### config.mk
export PLATFORM = sky130hd
export DESIGN_NAME = shift_reverse_pipe
export DESIGN_NICKNAME = d
export VERILOG_FILES = /design/src/rtl/shifter_pkg.sv /design/src/rtl/shift_right_core.sv /design/src/rtl/shift_reverse_pipe.sv
export SDC_FILE = /design/constraint.sdc
export NUM_CORES = 1
export LEC_CHECK = 0
export BUFFER_PORTS_ARGS = -buffer_cell sky130_fd_sc_hd__buf_2
export CORE_UTILIZATION = 50
export DETAILED_ROUTE_END_ITERATION = 8
export PLACE_DENSITY = 0.74
export SLEW_MARGIN = 10
export SYNTH_ARGS = -nofsm -noshare
export SYNTH_HDL_FRONTEND = slang
export SYNTH_HIERARCHICAL = 1
export SYNTH_SLANG_ARGS = --single-unit
### constraint.sdc
create_clock -name clk -period 3.4 [get_ports clk]
set_input_delay 0.34 -clock clk [delete_from_list [all_inputs] [get_ports clk]]
set_output_delay 0.34 -clock clk [all_outputs]
set_load 0.05 [all_outputs]
### src/rtl/shifter_pkg.sv
// Shared op-code definitions and decode helpers for the shift_reverse_pipe datapath.
package shifter_pkg;

  typedef enum logic [2:0] {
    OP_SLL = 3'b000,
    OP_SRL = 3'b001,
    OP_SRA = 3'b010,
    OP_ROL = 3'b011,
    OP_ROR = 3'b100,
    OP_REV = 3'b101
  } op_e;

  function automatic logic is_left(input logic [2:0] op);
    return (op == OP_SLL) || (op == OP_ROL);
  endfunction

  function automatic logic is_illegal(input logic [2:0] op);
    return op[2] & op[1];
  endfunction

endpackage

### src/rtl/shift_right_core.sv
// Combinational log2(WIDTH)-level right shifter/rotator; vacated bits take 'fill' unless rotating.
module shift_right_core #(
  parameter  int WIDTH = 8,
  localparam int SW    = $clog2(WIDTH)
) (
  input  logic [WIDTH-1:0] din,
  input  logic [SW-1:0]    sh,
  input  logic             rotate,
  input  logic             fill,
  output logic [WIDTH-1:0] dout
);

  logic [WIDTH-1:0] lvl [SW+1];

  assign lvl[0] = din;

  for (genvar k = 0; k < SW; k++) begin : g_lvl
    localparam int N = 1 << k;
    logic [WIDTH-1:0] moved;
    assign moved    = rotate ? {lvl[k][N-1:0], lvl[k][WIDTH-1:N]}
                             : {{N{fill}}, lvl[k][WIDTH-1:N]};
    assign lvl[k+1] = sh[k] ? moved : lvl[k];
  end

  assign dout = lvl[SW];

endmodule

### src/rtl/shift_reverse_pipe.sv
// Two-stage valid/ready shift/rotate/reverse unit. Define SHIFT_CARRY_EN to add the co
// (last bit shifted out) port.
module shift_reverse_pipe
  import shifter_pkg::*;
#(
  parameter  int WIDTH = 8,
  localparam int SW    = $clog2(WIDTH)
) (
  input  logic             clk,
  input  logic             rst_n,
  input  logic             in_valid,
  output logic             in_ready,
  input  logic [WIDTH-1:0] a,
  input  logic [SW-1:0]    sh,
  input  logic [2:0]       op,
  output logic             out_valid,
  input  logic             out_ready,
  output logic [WIDTH-1:0] y,
  output logic             err
`ifdef SHIFT_CARRY_EN
  ,
  output logic             co
`endif
);

  logic             s1_valid_q, s1_valid_d;
  logic [WIDTH-1:0] s1_a_q, s1_a_d;
  logic [SW-1:0]    s1_sh_q, s1_sh_d;
  logic [2:0]       s1_op_q, s1_op_d;
  logic             s1_ill_q, s1_ill_d;

  logic             out_valid_q, out_valid_d;
  logic [WIDTH-1:0] y_q, y_d;
  logic             err_q, err_d;

  logic s2_ready, in_fire;

  assign s2_ready = !out_valid_q || out_ready;
  assign in_ready = !s1_valid_q || s2_ready;
  assign in_fire  = in_valid && in_ready;

  // Stage 2 datapath: left ops run through the right core on a reversed operand.
  logic             s1_left, s1_rev, s1_rot, core_fill;
  logic [SW-1:0]    core_sh;
  logic [WIDTH-1:0] a_rev, core_in, core_out, core_out_rev, res;

  assign s1_left   = is_left(s1_op_q);
  assign s1_rev    = (s1_op_q == OP_REV);
  assign s1_rot    = (s1_op_q == OP_ROL) || (s1_op_q == OP_ROR);
  assign core_fill = (s1_op_q == OP_SRA) && s1_a_q[WIDTH-1];
  assign core_sh   = s1_rev ? '0 : s1_sh_q;
  assign core_in   = s1_left ? a_rev : s1_a_q;

  always_comb begin
    a_rev        = '0;
    core_out_rev = '0;
    for (int i = 0; i < WIDTH; i++) begin
      a_rev[i]        = s1_a_q[WIDTH-1-i];
      core_out_rev[i] = core_out[WIDTH-1-i];
    end
  end

  shift_right_core #(.WIDTH(WIDTH)) u_core (
    .din    (core_in),
    .sh     (core_sh),
    .rotate (s1_rot),
    .fill   (core_fill),
    .dout   (core_out)
  );

  assign res = s1_ill_q ? '0 : ((s1_left || s1_rev) ? core_out_rev : core_out);

`ifdef SHIFT_CARRY_EN
  // On the reversed operand the bit leaving a left op sits at sh-1, same as a right op.
  logic          co_q, co_d, carry;
  logic [SW-1:0] sh_m1;

  assign sh_m1 = s1_sh_q - SW'(1);
  assign carry = !s1_ill_q && !s1_rev && (s1_sh_q != '0) && core_in[sh_m1];
`endif

  always_comb begin
    s1_valid_d  = s1_valid_q;
    s1_a_d      = s1_a_q;
    s1_sh_d     = s1_sh_q;
    s1_op_d     = s1_op_q;
    s1_ill_d    = s1_ill_q;
    out_valid_d = out_valid_q;
    y_d         = y_q;
    err_d       = err_q;
`ifdef SHIFT_CARRY_EN
    co_d        = co_q;
`endif

    if (s2_ready) begin
      out_valid_d = s1_valid_q;
      if (s1_valid_q) begin
        y_d        = res;
        err_d      = s1_ill_q;
`ifdef SHIFT_CARRY_EN
        co_d       = carry;
`endif
        s1_valid_d = 1'b0;
      end
    end

    if (in_fire) begin
      s1_valid_d = 1'b1;
      s1_a_d     = a;
      s1_sh_d    = sh;
      s1_op_d    = op;
      s1_ill_d   = is_illegal(op);
    end
  end

  always_ff @(posedge clk or negedge rst_n) begin
    if (!rst_n) begin
      s1_valid_q  <= 1'b0;
      s1_a_q      <= '0;
      s1_sh_q     <= '0;
      s1_op_q     <= '0;
      s1_ill_q    <= 1'b0;
      out_valid_q <= 1'b0;
      y_q         <= '0;
      err_q       <= 1'b0;
`ifdef SHIFT_CARRY_EN
      co_q        <= 1'b0;
`endif
    end else begin
      s1_valid_q  <= s1_valid_d;
      s1_a_q      <= s1_a_d;
      s1_sh_q     <= s1_sh_d;
      s1_op_q     <= s1_op_d;
      s1_ill_q    <= s1_ill_d;
      out_valid_q <= out_valid_d;
      y_q         <= y_d;
      err_q       <= err_d;
`ifdef SHIFT_CARRY_EN
      co_q        <= co_d;
`endif
    end
  end

  assign out_valid = out_valid_q;
  assign y         = y_q;
  assign err       = err_q;
`ifdef SHIFT_CARRY_EN
  assign co        = co_q;
`endif

endmodule

# == After elaboration in Yosys (flattened, before gate mapping) ==
# Index checks and enable logic that the tools add are counted.
# totals
ff_bits,26
out_inout_bits,11
# classes
eq_ne,4
n_mux,12
bitwise_logic,1
reduce_logical,12
# op_table
op,count
$mux W8,9
$eq A3 B2 Y1 const B,2
$eq A3 B3 Y1 const B,2
$logic_or A1 B1 Y1,5
$logic_not A3 Y1,1
$mux W3,1
$logic_and A1 B1 Y1,2
$logic_not A1 Y1,2
$mux W1,2
$reduce_and A2 Y1,1
$reduce_bool A2 Y1,1
$and A1 B1 Y1,1

# == Longest topological paths before layout ==
# logic_depth
word_depth,11
mapped_depth,10
ltp_nobuf,9

# == Hierarchy ==
# Netlist, hierarchy kept.
# by_module_without_submodules
mod,n_inst,cells_each,area_each_um2,seq_area_each_um2
shift_reverse_pipe,1,99,1247.4,650.6
shift_right_core,1,51,359.1,0.0

# == Worst setup path after synthesis ==
# Ideal clock, no wire load.
# synth_timing
path_kind,reg2reg
start,register s1_op_q[1]
end,"register y_q[2], in the netlist y[2]"
setup_ns,0.123
t_arrival_ns,2.323
required_time_ns,3.277
path_slack_ns,0.954
path_stages_with_launch,11
n_path_buf,1
synth_period_minus_slack_ns,2.446
cell_sequence,dfrtp_1 buf_6 xor2_1 nor2_2 mux2_2 mux2_4 mux4_2 nor2_2 a21oi_1 mux2i_1 o21ai_1
# synth_via
elab_cells_between_ends,19
classes_between,4 x eq/ne; 10 x mux; 5 x reduce/logical
# synth_rtl
item,line,rtl
"start, declared",shift_reverse_pipe.sv:29,"logic [2:0] s1_op_q, s1_op_d;"
"start signal, assigned",shift_reverse_pipe.sv:133,s1_op_q <= s1_op_d;
$eq A3 B2 Y1 or $logic_not A3 Y1 (tied branches),shifter_pkg.sv:14,return (op == OP_SLL) || (op == OP_ROL);
$logic_or A1 B1 Y1 (*),shifter_pkg.sv:14,
$mux W8 (*),shift_reverse_pipe.sv:52,assign core_in = s1_left ? a_rev : s1_a_q;
net core_in[0],shift_reverse_pipe.sv:45,"logic [WIDTH-1:0] a_rev, core_in, core_out, core_out_rev, res;"
$mux W8 (*),shift_right_core.sv:20,"assign moved = rotate ? {lvl[k][N-1:0], lvl[k][WIDTH-1:N]}"
$mux W8 (*),shift_right_core.sv:22,assign lvl[k+1] = sh[k] ? moved : lvl[k];
$mux W8 (*),shift_right_core.sv:20,
$mux W8 (*) (2 in a row),shift_right_core.sv:22,
net core_out[5],shift_reverse_pipe.sv:45,
$mux W8 (*) (2 in a row),shift_reverse_pipe.sv:71,assign res = s1_ill_q ? '0 : ((s1_left || s1_rev) ? core_out_rev : core_out);
"end signal, assigned",shift_reverse_pipe.sv:136,y_q <= y_d;
"end, declared",shift_reverse_pipe.sv:33,"logic [WIDTH-1:0] y_q, y_d;"
# The timed path passes the listed nets; every way through them passes the cells marked *.
# A chain may end at the register's enable or synchronous reset.

# == Worst setup path in the final report ==
# layout_timing
start,register s1_op_q[1]
end,"register y_q[0], in the netlist y[0]"
# layout_via
elab_cells_between_ends,19
classes_between,4 x eq/ne; 10 x mux; 5 x reduce/logical
# layout_rtl
item,line,rtl
$eq A3 B2 Y1 or $eq A3 B3 Y1 (tied branches),shift_reverse_pipe.sv:49,assign s1_rot = (s1_op_q == OP_ROL) || (s1_op_q == OP_ROR);
$logic_or A1 B1 Y1 (*),shift_reverse_pipe.sv:49,
net s1_rot,shift_reverse_pipe.sv:43,"logic s1_left, s1_rev, s1_rot, core_fill;"
$mux W8,shift_right_core.sv:20,
$mux W8 (2 in a row),shift_right_core.sv:22,
$mux W8 (*),shift_right_core.sv:22,
net core_out[7],shift_reverse_pipe.sv:45,
$mux W8 (*) (2 in a row),shift_reverse_pipe.sv:71,
# Marked as above.

==> impl_metrics.yaml <==
status:
  outcome: "complete, no violations"
cts:
  clkLatencyLatePin_ns: 0.32
  cts_root_buf: "clkbuf_4"
  cts_tree: "built"
  h-tree-depth: 1
  numCtsBuffers: 3
  clockBufferDepth: 2
  clkSinkCount: 26
  clk_pin_slew_ns: 0.14
yosys:
  ys_top_cells_by_area: "dfrtp_1 40%, mux2_2 18%, mux2i_1 11%, nand2_1 4.7%, mux4_2 2.8%"
  synth_top_area_cell: "dfrtp_1"
  seq_area_frac_synth_pct: 40.5
  ys_seq_elements: 26
  synth_top_area_share_pct: 40.5
  yosys_warnings: 6
  postSynth.asyncResetShare_pct: 100
  synthesis.nets: 168
  synth_area_um2: 1610
  syn_avg_cell_area_um2: 10.7
  synthFlopType: "dfrtp_1"
  ys_types: 26
  postSynthCellCount: 150
  synth_enable_flop_cells: 0
route:
  drt-pass1-iter-count: 4
  vias: 1178
  ant_nets: 0
  post_drt_via_cell_ratio: 5.35
  avgRoutedWirePerCell_um: 12.4
  drc: 0
  routed_wl_um: 2740
  drtIter0Drc: 45
worst_setup_path:
  crit_slowest_cell: "o21ai_0"
  crit_path_end_kind: "register"
  critPathMaxStageDelay_ns: 0.72
  worstPathBufferInverterCount: 0
  crit_family: "compound AO/OA/AOI/OAI gates"
  critPathLaunchType: "register"
  cp_max_fo: 9
  crit_chain: "nand2b_1 -> o21ai_0 -> mux2_4 -> mux2_2 -> a21oi_1 -> a22oi_1 -> mux2i_1 -> o21ai_1"
  cp.required_ns: 3.62
  criticalPathCategory: "register to register"
  cp.arrival_ns: 2.91
placement:
  dp_hpwl_um: 2120
  dp_slack_ns: 0.738
  place_congestion: 0.942
  placed_area_um2: 1740
  port_buffers: 28
global_route:
  grt_pass1_wl_um: 4920
  antenna_found_initial: 0
  top_usage_layer: "met2"
  globalRouteMet1Util_pct: 23.6
  grt_max_degree: 27
  grt_pass1_vias: 1145
  grt.overflow.total: 0
  track_usage_pct: 18.6
  gr-usage-met2_pct: 31.5
  use_met3_pct: 2.64
job:
  drv_cap: 0
die:
  start_util_pct: 52.6
  ioPinCount: 29
  die_w_um: 58.7
  rows: 20
  coreArea_um2: 3050
  die_h_um: 58.7
  dieArea_um2: 3440
power:
  internal_power_mw: 0.726
  clockPowerShare_pct: 16.8
  pwr-share-comb_pct: 49.7
  p_sw_mw: 0.531
  ir_drop_mv: 0.246
  seqPwrFrac_pct: 33.5
  powerDensity_nw_per_um2: 697
  p_sw_share_pct: 42.3
  leakagePower_nw: 0.820
  p_total_mw: 1.26
sta:
  post-route-period-util_pct: 79.1
  worst_slack_ns: 0.711
  fmax_mhz: 372
  finalClockSkew_ns: 0.00644
  rsz0062_at_grt: "false"
  drv_slew: 0
  fin_crit_ns: 2.69
  tns_ns: 0
  slew-limit-headroom_pct: 37.9
  hold_viol: 0
  setup_violations: 0
  tightest_slew_ns: 0.922
layout:
  area_delta_synth_final_pct: 12.4
  multi_input_area_um2: 886
  layout-drive-gt1-share_pct: 37.5
  antennaDiodeCount: 0
  postLayoutCellArea_um2: 1810
  nNetsFinal: 195
  n_fill_cell: 293
  seq_area_um2: 651
hold_path:
  min_path_type: "input pin to register"
synth_stat cells (2+ instances only):
master and count:
dfrtp_1 26, o21ai_0 7, nand2_1 20, nor2_1 4
buf_2 2, a21oi_1 7, nand2b_1 4, mux2_2 25
buf_6 3, mux4_2 2, mux2i_1 18, nand3b_1 3
nor2_2 2, inv_1 3, xor2_1 2, o21ai_1 8
buf_4 2, and2_1 4
final cells by class:
cell class	count	area share, %
multi-input cells	114	49.1
flip-flops and latches	26	36.0
repair buffers	29	8.32
well taps	44	3.05
clock inverters	1	1.66
clock buffers	3	1.25
inverters	3	0.624
sequential cells by signal, indices dropped and copies added (netlist names):
register / cells
s1_a_q: 8
y: 8
s1_op_q: 3
s1_sh_q: 3
err: 1
out_valid: 1
s1_ill_q: 1
s1_valid_q: 1
repair_timing:
item / CTS / global route
hold endpoints to repair: 17 / 0
hold buffers: 1 / 0
resized for setup: 0 / 0
buffers inserted: 0 / 0
path summary, 6_finish.rpt:
| kind | depth (start not counted) | to | slack [ns] | from |
|---|---|---|---|---|
| max in group asynchronous | 2 | s1_a_q[6]$_DFFE_PN0P_ | 2.51 | rst_n |
| min | 2 | s1_valid_q$_DFFE_PN0P_ | 0.21 | in_valid |
| min in group asynchronous | 2 | err$_DFFE_PN0P_ | 0.52 | rst_n |
| max | 8 | y[0]$_DFFE_PN0P_ | 0.71 | s1_op_q[1]$_DFFE_PN0P_ |
| max reg2reg | 8 | y[0]$_DFFE_PN0P_ | 0.71 | s1_op_q[1]$_DFFE_PN0P_ |
| min reg2reg | 2 | y[0]$_DFFE_PN0P_ | 0.49 | y[0]$_DFFE_PN0P_ |
power groups by stage:
stage | Combinational (mW) | Sequential [mW] | Clock, mW
3_3_place_gp | 0.610 | 0.425 | 0
4_1_cts | 0.625 | 0.423 | 0.219
5_1_grt | 0.681 | 0.432 | 0.228
2_1_floorplan | 0.364 | 0.578 | 0
6_report | 0.625 | 0.422 | 0.211
3_5_place_dp | 0.621 | 0.430 | 0
cells by family after synthesis:
kind of cell              after synthesis  synth area share (%)
AOI/OAI and AO/OA                      25                  8.80
DFF                                    26                  40.5
and+or+nand+nor                        41                  12.8
muxes                                  46                  32.5
xor gates and xnor gates                2                  1.09
buffers and inverters                  10                  4.36
metal layers:
layer | part of all wire, % | vias up
met2 | 49 | 34
li1 | - | 583
met5 | 0 | -
met3 | 4.0 | 6
met4 | 1.2 | 0
met1 | 46 | 555
stage by stage:
stage	hold slack (ns)	utilization (%)	instances
after floorplan	0.0444	-	150
after global placement	0.357	57.1	215
after detailed placement	0.365	57.1	215
after CTS	0.197	59.1	220
after global routing	0.200	59.1	220
final	0.207	59.1	220
placed cells by master (no fill, tap or decap):
cell and n:
buf_2 28, mux2_2 25, dlygate4sd3_1 1, nand2_1 20
mux2_4 1, and4bb_2 1, o21ai_1 8, mux2i_1 18
nor3_1 1, nand2b_1 4, o21ai_0 7, xor2_1 2
nand2_2 1, bufinv_16 1, or2_2 1, a22oi_1 1
o211ai_1 1, nor2_1 4, inv_1 3, a21oi_1 7
clkbuf_4 3, nand3b_1 3, mux4_2 2, and2_1 4
nor2_2 2, o21ai_4 1, dfrtp_1 26
Power figures use the tool's default switching activity.
